### src/rtl/router_sync_ctrl_pkg.sv
// Shared address encoding, default timeout and one-hot decode for the router sync block.
package router_pkg;

    typedef enum logic [1:0] {
        ADDR_P0      = 2'b00,
        ADDR_P1      = 2'b01,
        ADDR_P2      = 2'b10,
        ADDR_INVALID = 2'b11
    } addr_e;

    localparam int DEF_TIMEOUT = 30;

    function automatic logic [2:0] onehot(input addr_e addr);
        case (addr)
            ADDR_P0: return 3'b001;
            ADDR_P1: return 3'b010;
            ADDR_P2: return 3'b100;
            default: return 3'b000;
        endcase
    endfunction

endpackage

### src/rtl/router_sync_ctrl_if.sv
// FSM/FIFO-side signal bundle of router_sync_ctrl; drop_cnt_x exists only with ROUTER_SYNC_STATS_EN.
interface router_sync_ctrl_if #(
    parameter int STAT_W = 8
);
    logic       detect_add;
    logic [1:0] data_in;
    logic       write_enb_reg;
    logic       full_0, full_1, full_2;
    logic       empty_0, empty_1, empty_2;
    logic       read_enb_0, read_enb_1, read_enb_2;
    logic [2:0] write_enb;
    logic       fifo_full;
    logic       vld_out_0, vld_out_1, vld_out_2;
    logic       soft_reset_0, soft_reset_1, soft_reset_2;
`ifdef ROUTER_SYNC_STATS_EN
    logic [STAT_W-1:0] drop_cnt_0, drop_cnt_1, drop_cnt_2;
`endif

    modport master (
        output detect_add, data_in, write_enb_reg,
        output full_0, full_1, full_2, empty_0, empty_1, empty_2,
        output read_enb_0, read_enb_1, read_enb_2,
        input  write_enb, fifo_full, vld_out_0, vld_out_1, vld_out_2,
`ifdef ROUTER_SYNC_STATS_EN
        input  drop_cnt_0, drop_cnt_1, drop_cnt_2,
`endif
        input  soft_reset_0, soft_reset_1, soft_reset_2
    );

    modport slave (
        input  detect_add, data_in, write_enb_reg,
        input  full_0, full_1, full_2, empty_0, empty_1, empty_2,
        input  read_enb_0, read_enb_1, read_enb_2,
        output write_enb, fifo_full, vld_out_0, vld_out_1, vld_out_2,
`ifdef ROUTER_SYNC_STATS_EN
        output drop_cnt_0, drop_cnt_1, drop_cnt_2,
`endif
        output soft_reset_0, soft_reset_1, soft_reset_2
    );

endinterface

### src/rtl/router_sync_ctrl_timer.sv
// Per-port idle timeout: pulses soft_reset after TIMEOUT valid-but-unread cycles.
// Optional saturating drop counter when ROUTER_SYNC_STATS_EN is defined.
module router_sync_timer #(
    parameter int TIMEOUT = 30,
    parameter int CNT_W   = 5,
    parameter int STAT_W  = 8
) (
    input  logic              clk,
    input  logic              reset,
    input  logic              empty,
    input  logic              read_enb,
`ifdef ROUTER_SYNC_STATS_EN
    output logic [STAT_W-1:0] drop_cnt,
`endif
    output logic              soft_reset
);

    logic [CNT_W-1:0] cnt;

    // NOTE: state registers use non-blocking assignments so every flop samples pre-edge values.
    always_ff @(posedge clk) begin
        if (reset) begin
            cnt        <= '0;
            soft_reset <= 1'b0;
        end else if (empty || read_enb) begin
            cnt        <= '0;
            soft_reset <= 1'b0;
        end else if (cnt == CNT_W'(TIMEOUT - 1)) begin
            cnt        <= '0;
            soft_reset <= 1'b1;
        end else begin
            cnt        <= cnt + CNT_W'(1);
            soft_reset <= 1'b0;
        end
    end

`ifdef ROUTER_SYNC_STATS_EN
    always_ff @(posedge clk) begin
        if (reset) begin
            drop_cnt <= '0;
        end else if (soft_reset && (drop_cnt != '1)) begin
            drop_cnt <= drop_cnt + STAT_W'(1);
        end
    end
`endif

endmodule

### src/rtl/router_sync_ctrl.sv
// Address latch, write-enable decode, full mux and three idle timers for the 1x3 router.
// Build option: ROUTER_SYNC_STATS_EN adds per-port timeout drop counters.
module router_sync_ctrl
    import router_pkg::*;
#(
    parameter int TIMEOUT = DEF_TIMEOUT,
    parameter int CNT_W   = 5,
    parameter int STAT_W  = 8
) (
    input  logic               clk,
    input  logic               reset,
    router_sync_ctrl_if.slave  bus
);

    addr_e      addr_q;
    logic [2:0] we;
    logic       ff;
    logic [2:0] empty_v, read_v, soft_v, full_v;

    always_ff @(posedge clk) begin
        if (reset) begin
            addr_q <= ADDR_INVALID;
        end else if (bus.detect_add) begin
            addr_q <= addr_e'(bus.data_in);
        end
    end

    assign full_v  = {bus.full_2, bus.full_1, bus.full_0};
    assign empty_v = {bus.empty_2, bus.empty_1, bus.empty_0};
    assign read_v  = {bus.read_enb_2, bus.read_enb_1, bus.read_enb_0};

    // NOTE: defaults first, so no path through this block leaves an output unassigned (no latch).
    always_comb begin
        we = 3'b000;
        ff = 1'b0;
        if (bus.write_enb_reg) begin
            we = onehot(addr_q);
        end
        if (addr_q != ADDR_INVALID) begin
            ff = full_v[addr_q];
        end
    end

    assign bus.write_enb = we;
    assign bus.fifo_full = ff;
    assign bus.vld_out_0 = ~bus.empty_0;
    assign bus.vld_out_1 = ~bus.empty_1;
    assign bus.vld_out_2 = ~bus.empty_2;

`ifdef ROUTER_SYNC_STATS_EN
    logic [STAT_W-1:0] drop_v [3];
`endif

    for (genvar i = 0; i < 3; i++) begin : g_timer
        router_sync_timer #(
            .TIMEOUT (TIMEOUT),
            .CNT_W   (CNT_W),
            .STAT_W  (STAT_W)
        ) u_timer (
            .clk        (clk),
            .reset      (reset),
            .empty      (empty_v[i]),
            .read_enb   (read_v[i]),
`ifdef ROUTER_SYNC_STATS_EN
            .drop_cnt   (drop_v[i]),
`endif
            .soft_reset (soft_v[i])
        );
    end

    assign bus.soft_reset_0 = soft_v[0];
    assign bus.soft_reset_1 = soft_v[1];
    assign bus.soft_reset_2 = soft_v[2];

`ifdef ROUTER_SYNC_STATS_EN
    assign bus.drop_cnt_0 = drop_v[0];
    assign bus.drop_cnt_1 = drop_v[1];
    assign bus.drop_cnt_2 = drop_v[2];
`endif

endmodule

### src/flat_wrapper.sv
// flat-port wrapper written by rule: the top's interface ports become plain ports
module router_sync_ctrl_flat import router_pkg::*;
#(
    parameter int TIMEOUT = DEF_TIMEOUT,
    parameter int CNT_W   = 5,
    parameter int STAT_W  = 8
)
  (clk, reset, bus_detect_add, bus_data_in, bus_write_enb_reg, bus_full_0, bus_full_1, bus_full_2, bus_empty_0, bus_empty_1, bus_empty_2, bus_read_enb_0, bus_read_enb_1, bus_read_enb_2, bus_write_enb, bus_fifo_full, bus_vld_out_0, bus_vld_out_1, bus_vld_out_2, bus_soft_reset_0, bus_soft_reset_1, bus_soft_reset_2);
  router_sync_ctrl_if #(.STAT_W(STAT_W)) bus_i ();
  input  logic clk;
  input  logic reset;
  input wire logic [$bits(bus_i.detect_add)-1:0] bus_detect_add;
  input wire logic [$bits(bus_i.data_in)-1:0] bus_data_in;
  input wire logic [$bits(bus_i.write_enb_reg)-1:0] bus_write_enb_reg;
  input wire logic [$bits(bus_i.full_0)-1:0] bus_full_0;
  input wire logic [$bits(bus_i.full_1)-1:0] bus_full_1;
  input wire logic [$bits(bus_i.full_2)-1:0] bus_full_2;
  input wire logic [$bits(bus_i.empty_0)-1:0] bus_empty_0;
  input wire logic [$bits(bus_i.empty_1)-1:0] bus_empty_1;
  input wire logic [$bits(bus_i.empty_2)-1:0] bus_empty_2;
  input wire logic [$bits(bus_i.read_enb_0)-1:0] bus_read_enb_0;
  input wire logic [$bits(bus_i.read_enb_1)-1:0] bus_read_enb_1;
  input wire logic [$bits(bus_i.read_enb_2)-1:0] bus_read_enb_2;
  output wire logic [$bits(bus_i.write_enb)-1:0] bus_write_enb;
  output wire logic [$bits(bus_i.fifo_full)-1:0] bus_fifo_full;
  output wire logic [$bits(bus_i.vld_out_0)-1:0] bus_vld_out_0;
  output wire logic [$bits(bus_i.vld_out_1)-1:0] bus_vld_out_1;
  output wire logic [$bits(bus_i.vld_out_2)-1:0] bus_vld_out_2;
  output wire logic [$bits(bus_i.soft_reset_0)-1:0] bus_soft_reset_0;
  output wire logic [$bits(bus_i.soft_reset_1)-1:0] bus_soft_reset_1;
  output wire logic [$bits(bus_i.soft_reset_2)-1:0] bus_soft_reset_2;
  assign bus_i.detect_add = bus_detect_add;
  assign bus_i.data_in = bus_data_in;
  assign bus_i.write_enb_reg = bus_write_enb_reg;
  assign bus_i.full_0 = bus_full_0;
  assign bus_i.full_1 = bus_full_1;
  assign bus_i.full_2 = bus_full_2;
  assign bus_i.empty_0 = bus_empty_0;
  assign bus_i.empty_1 = bus_empty_1;
  assign bus_i.empty_2 = bus_empty_2;
  assign bus_i.read_enb_0 = bus_read_enb_0;
  assign bus_i.read_enb_1 = bus_read_enb_1;
  assign bus_i.read_enb_2 = bus_read_enb_2;
  assign bus_write_enb = bus_i.write_enb;
  assign bus_fifo_full = bus_i.fifo_full;
  assign bus_vld_out_0 = bus_i.vld_out_0;
  assign bus_vld_out_1 = bus_i.vld_out_1;
  assign bus_vld_out_2 = bus_i.vld_out_2;
  assign bus_soft_reset_0 = bus_i.soft_reset_0;
  assign bus_soft_reset_1 = bus_i.soft_reset_1;
  assign bus_soft_reset_2 = bus_i.soft_reset_2;
  router_sync_ctrl #(.TIMEOUT(TIMEOUT), .CNT_W(CNT_W), .STAT_W(STAT_W)) u_core (.clk(clk), .reset(reset), .bus(bus_i));
endmodule
### config.mk
export PLATFORM = sky130hd
export DESIGN_NAME = router_sync_ctrl_flat
export DESIGN_NICKNAME = d
export VERILOG_FILES = /design/src/rtl/router_sync_ctrl_pkg.sv /design/src/rtl/router_sync_ctrl_if.sv /design/src/rtl/router_sync_ctrl_timer.sv /design/src/rtl/router_sync_ctrl.sv /design/src/flat_wrapper.sv
export SDC_FILE = /design/constraint.sdc
export NUM_CORES = 1
export LEC_CHECK = 0
export BUFFER_PORTS_ARGS = -buffer_cell sky130_fd_sc_hd__buf_2
export CORE_MARGIN = 1.5
export CORE_UTILIZATION = 35
export CTS_BUF_LIST = sky130_fd_sc_hd__clkbuf_2
export CTS_CLUSTER_SIZE = 24
export DETAILED_ROUTE_END_ITERATION = 8
export PLACE_DENSITY_LB_ADDON = 0.2
export SLEW_MARGIN = 20
export SYNTH_ARGS = -nofsm -noshare
export SYNTH_HDL_FRONTEND = slang
export SYNTH_HIERARCHICAL = 1
export SYNTH_SLANG_ARGS = --single-unit
export TNS_END_PERCENT = 5
### constraint.sdc
create_clock -name clk -period 3.4 [get_ports clk]
set_clock_uncertainty 0.2 [all_clocks]
set_input_delay 0.68 -clock clk [delete_from_list [all_inputs] [get_ports clk]]
set_output_delay 0.68 -clock clk [all_outputs]
set_load 0.005 [all_outputs]
Word-level counts from Yosys, hierarchy flattened
Index checks and enable logic that the tools add are counted.
- register bits after elaboration: 20
- bits of input ports: 15
- output and inout port bits: 10
- word-level logic and storage cells: 38
- add/sub/neg operators: 3
- $lt $le $gt $ge: 1
- equality and inequality tests: 6
- multiplexer cells: 8
- bitwise logic cells: 3
- reduce and logical (&&, ||, !) cells: 10
- operators with widths (cell ; count):
    adder 5 x 1 -> 5 bit (second input constant) ; 3
    equality test 5 bit (second input constant) ; 3
    case mux 3 bit (3 select lines) ; 1
    OR reduction 3 bit ; 3
    OR reduction 2 bit ; 3
    two-way mux 1 bit ; 5
    logical OR 1 bit ; 3
    less-than comparator 2 x 3 -> 1 bit (second input constant) ; 1
    two-way mux 3 bit ; 1
    NOT 1 bit ; 3
    binary-select mux 1 bit (select 2 bit) ; 1
    equality test 2 x 1 -> 1 bit (second input constant) ; 1
    equality test 2 bit (second input constant) ; 1
    logical NOT 2 bit ; 1
    != test 2 bit (second input constant) ; 1

Depth between registers and ports, before layout
- word-level depth: 3
- depth in mapped cells: 5
- depth with buffers taken out: 5

Modules after synthesis
The synthesis kept the hierarchy.
- by module, submodules not included (module ; instances ; cells each ; area an instance (µm²) ; seq. area each (µm²)):
    router_sync_timer ; 3 ; 23 ; 232.7 ; 120.1
    router_sync_ctrl ; 1 ; 15 ; 131.4 ; 40.0

Least setup slack after synthesis
No wires, ideal clock.
- kind: input-to-output
- start: input bus_write_enb_reg
- end: output bus_write_enb[0]
- arrival: 0.880 ns
- data required time: 2.520 ns
- path slack: 1.640 ns
- stages: 1
- path buffers: 0
- cells stage by stage: nor3b_1
- longest elaborated chain between the ends: 1
- ends and longest elaborated chain (item ; RTL line ; text):
    start: declaration ; flat_wrapper.sv:14 ; input wire logic [$bits(bus_i.write_enb_reg)-1:0] bus_write_enb_reg;
    two-way mux 3 bit ; router_sync_ctrl.sv:36 ; if (bus.write_enb_reg) begin
    end: declaration ; flat_wrapper.sv:24 ; output wire logic [$bits(bus_i.write_enb)-1:0] bus_write_enb;
No other way between the ends.

Final worst setup path
- start: register u_core.addr_q[0]
- end: output bus_fifo_full
- longest elaborated chain between the ends: 3
- elaborated cells between the ends (all ways): 4
- ends and longest elaborated chain (item ; RTL line ; text):
    start: declaration ; router_sync_ctrl.sv:15 ; addr_e addr_q;
    start signal: assignment ; router_sync_ctrl.sv:24 ; addr_q <= addr_e'(bus.data_in);
    binary-select mux 1 bit (select 2 bit) ; router_sync_ctrl.sv:40 ; ff = full_v[addr_q];
    two-way mux 1 bit (implied by the code) ; router_sync_ctrl.sv:40 ;
    two-way mux 1 bit * ; router_sync_ctrl.sv:39 ; if (addr_q != ADDR_INVALID) begin
    end: declaration ; flat_wrapper.sv:25 ; output wire logic [$bits(bus_i.fifo_full)-1:0] bus_fifo_full;
Every way passes the cells marked *; elsewhere a longest branch is shown, timed or not. The select of a mux whose other input is x is not followed.

==> run summary <==
The run finished with clean final reports. The run gives 0 as the count of pins over their slew limit. The leftover overflow at the end of global routing was 0; the post-CTS setup buffer count was 0. The die outline area came out at 0.00267 mm2.

Top cell type by total area after synthesis: sky130_fd_sc_hd__dfxtp_1. In this run the worst hold path is classified as flop to flop. For the pin with the worst max-slew slack, the measured transition is 0.199 ns. The arrival time of data at the critical path endpoint came out at 1.16 ns. TritonCTS built the clock tree. The run gives 0.123 as the total track usage. From left edge to right edge, the die measures 51.7 um. The DRC marker count from the first detailed-route iteration is 2. The sequential share of the synthesized area is 0.483. Counting flops and latches in the post-synthesis netlist gives 20.

The starting density of the core was 0.371; the aggregate routed wire length was 1.32 mm. STA classifies the critical path startpoint as a flop. The worst-case vdd ir drop is 211 uV, and the final weighted congestion in routability-driven placement is 0.719. The tools report the clock tree root driver cell as sky130_fd_sc_hd__clkbuf_2. The power density over cell area works out to 361 mW/mm2. The class of the most critical setup path is flop to output port.

The slowest library cell on the worst path was sky130_fd_sc_hd__dfxtp_1. The initial antenna violation count is 0, and the insertion delay of the later-clocked pin in the worst-skew pair is 0.29 ns. Dividing the synthesized area by the synthesized cell count gives 9.88 um2. The number of max-cap violations was 0; the number of setup violations in the final report was 0.

The floorplan die height was 51.7 um; the part of the cycle the worst path needs was 0.600. The logs give 0.444 nW for the standby leakage power and 2.52 ns for the required time at the worst-slack endpoint. The setup TNS was 0 ns; the number of antenna repair diodes was 0. Entering global routing, the biggest net connects 12 pins. The count of endpoints failing hold in the final timing report is 0, and the number of port buffers is 24. Ranked by total cell area, the synthesized netlist is headed by sky130_fd_sc_hd__dfxtp_1 48%, sky130_fd_sc_hd__ha_1 9.0%, sky130_fd_sc_hd__nor2_1 6.8%.

After detailed routing, the average wire length per cell comes to 9.44 um. The combined area of all synthesized cells is 830 um2. The fmax came out at 0.491 GHz. Relative area change from synthesis to final layout: 21.0%. The share of final-layout standard cells stronger than drive strength 1 is 0.313, and the number of fill cells is 224.

The worst path needs 2.04 ns of the cycle, external delays included. The number of warnings issued by yosys came out at 6. The distinct cell type count of the synthesized netlist came out at 17. Number of buffers added by the clock tree synthesis step: 3. Along the worst path, the maximum fanout reaches 6. The placed instances occupy a cell area of 985 um2. The number of core rows is 17, and the number of detailed-routing iterations run before antenna repair is 2. Clock-pin slew was measured on the worst setup and hold paths at 0.17 ns. Counting every net in the synthesized netlist gives 105.

In the final design database the tool counted 134 nets. For the final antenna-violating net count, the log shows 0. The run gives 632 as the via count of the first global-routing pass. Mean number of vias per cell: 4.50.

Counting every sink on the clock net gives 20. The number of buffers and inverters on the critical path is 1. Type of element capturing the critical path: an output port. After technology mapping, the gate count stands at 84. For this run, design rule violations remaining after detail routing come to 0. Traced cell by cell, the critical path runs through mux2i_1, o21ai_1, buf_2. Grouping stages by cell kind, the critical path spends the most delay in flip-flops. The cts-stage hold buffer count came out at 0.

For the number of instances resized during post-cts repair, the log shows 0. The count of H-tree levels built during CTS was 1; the post-layout utilization of the core was 0.449. The logs give 2.43 mm for the first-pass GRT wire length and 0.00100 mm2 for the summed area of non-filler cells in the final layout. Summing over every cut layer, the via total after detailed routing is 630. Setup repair after global routing left no endpoint under its margin.

The share of the synthesized area in the top cell type is 0.483, and the half-perimeter wire length after detailed placement is 1.08 mm. The run gives 0.866 as the worst relative slew slack. Core region area: 0.00223 mm2.

The largest single stage delay on the critical path is 0.46 ns. The run gives 25 as the I/O pin count. Counting along the longest clock path gives a buffer depth of 2.
==> Yosys cell counts, drive strengths merged <==
cell type / n
dfxtp: 20
nor2: 15
ha: 6
inv: 6
nand3: 6
xor2: 6
nor2b: 5
nand2: 3
nand4: 3
nor3: 3
xnor2: 3
a211o: 2
and3b: 2
mux2i: 1
nand3b: 1
nor3b: 1
o21ai: 1
==> worst reg2reg max path, cell delays in order (launching register included) <==
cell,delay [ns]
sky130_fd_sc_hd__dfxtp_1,0.41
sky130_fd_sc_hd__ha_1,0.20
sky130_fd_sc_hd__nand3_1,0.10
sky130_fd_sc_hd__xor2_1,0.17
sky130_fd_sc_hd__nor2_1,0.05
==> per-stage QoR <==
| stage | hold slack [ns] | worst slack, ns | instances | total power, W |
|---|---|---|---|---|
| 4_1_cts | 0.299 | 1.31 | 140 | 0.000373 |
| 6_report | 0.290 | 1.36 | 140 | 0.000362 |
| 5_1_grt | 0.335 | 1.22 | 140 | 0.000390 |
| 3_5_place_dp | 0.263 | 1.41 | 136 | 0.000277 |
| 2_1_floorplan | 0.234 | 1.64 | 84 | 0.000259 |
| 3_3_place_gp | 0.249 | 1.43 | 136 | 0.000276 |
==> registers in the layout (all words and copies together), names as in the netlist <==
register                           flops
u_core/g_timer.u_timer/cnt            15
u_core/g_timer.u_timer/soft_reset      3
u_core/addr_q                          2
==> cell type report <==
| class | instances | area [um2] | share of cell area |
|---|---|---|---|
| well taps | 28 | 35.0 | 0.0349 |
| multi-input cells | 58 | 407 | 0.405 |
| clock inverters | 1 | 3.75 | 0.00374 |
| repair buffers | 24 | 120 | 0.120 |
| clock buffers | 3 | 15.0 | 0.0150 |
| inverters | 6 | 22.5 | 0.0224 |
| flip-flops and latches | 20 | 400 | 0.399 |
==> metal layers <==
| metal | routed length, um | part of all wire | track usage | vias to the layer above |
|---|---|---|---|---|
| met5 | 0 | 0 | 0 | - |
| met4 | 8 | 0.0061 | 0.0658 | 0 |
| met3 | 93 | 0.070 | 0.0345 | 2 |
| met2 | 562 | 0.43 | 0.188 | 23 |
| met1 | 659 | 0.50 | 0.157 | 275 |
| li1 | - | - | - | 330 |
==> final timing paths <==
path | startpoint | end | slack [ns] | depth (start not counted)
min reg2reg | u_core/g_timer[2].u_timer/cnt[0]$_SDFF_PP0_ | u_core/g_timer[2].u_timer/cnt[0]$_SDFF_PP0_ | 0.29 | 1
max | u_core/addr_q[0]$_SDFFE_PP1P_ | bus_fifo_full | 1.36 | 3
max reg2reg | u_core/g_timer[2].u_timer/cnt[0]$_SDFF_PP0_ | u_core/g_timer[2].u_timer/cnt[4]$_SDFF_PP0_ | 2.19 | 4
min | u_core/g_timer[2].u_timer/cnt[0]$_SDFF_PP0_ | u_core/g_timer[2].u_timer/cnt[0]$_SDFF_PP0_ | 0.29 | 1
==> report_power, final <==
part | internal [W] | switching (W)
clock network | 0.0000256 | 0.0000653
logic | 0.0000161 | 0.0000130
registers | 0.000238 | 0.00000419
==> layout by cell type (no fill, tap or decap), drive strengths merged, types with 3 or more instances in the layout <==
| master | count |
|---|---|
| buf | 24 |
| clkbuf | 3 |
| dfxtp | 20 |
| ha | 6 |
| inv | 6 |
| nand2 | 3 |
| nand3 | 6 |
| nand4 | 3 |
| nor2 | 15 |
| nor2b | 5 |
| nor3 | 3 |
| xnor2 | 3 |
| xor2 | 6 |
==> cell families (layout without fill, tap and decap cells) <==
logic type,count (synthesis),after routing,synth area share
AOI/OAI and AO/OA,3,3,0.0271
xor gates and xnor gates,9,9,0.0950
adders and majority gates,6,6,0.0905
buffers and inverters,6,34,0.0271
DFF,20,20,0.483
muxes,1,1,0.0121
and+or+nand+nor,39,39,0.265
No activity file was read; power rests on OpenSTA's default activity.
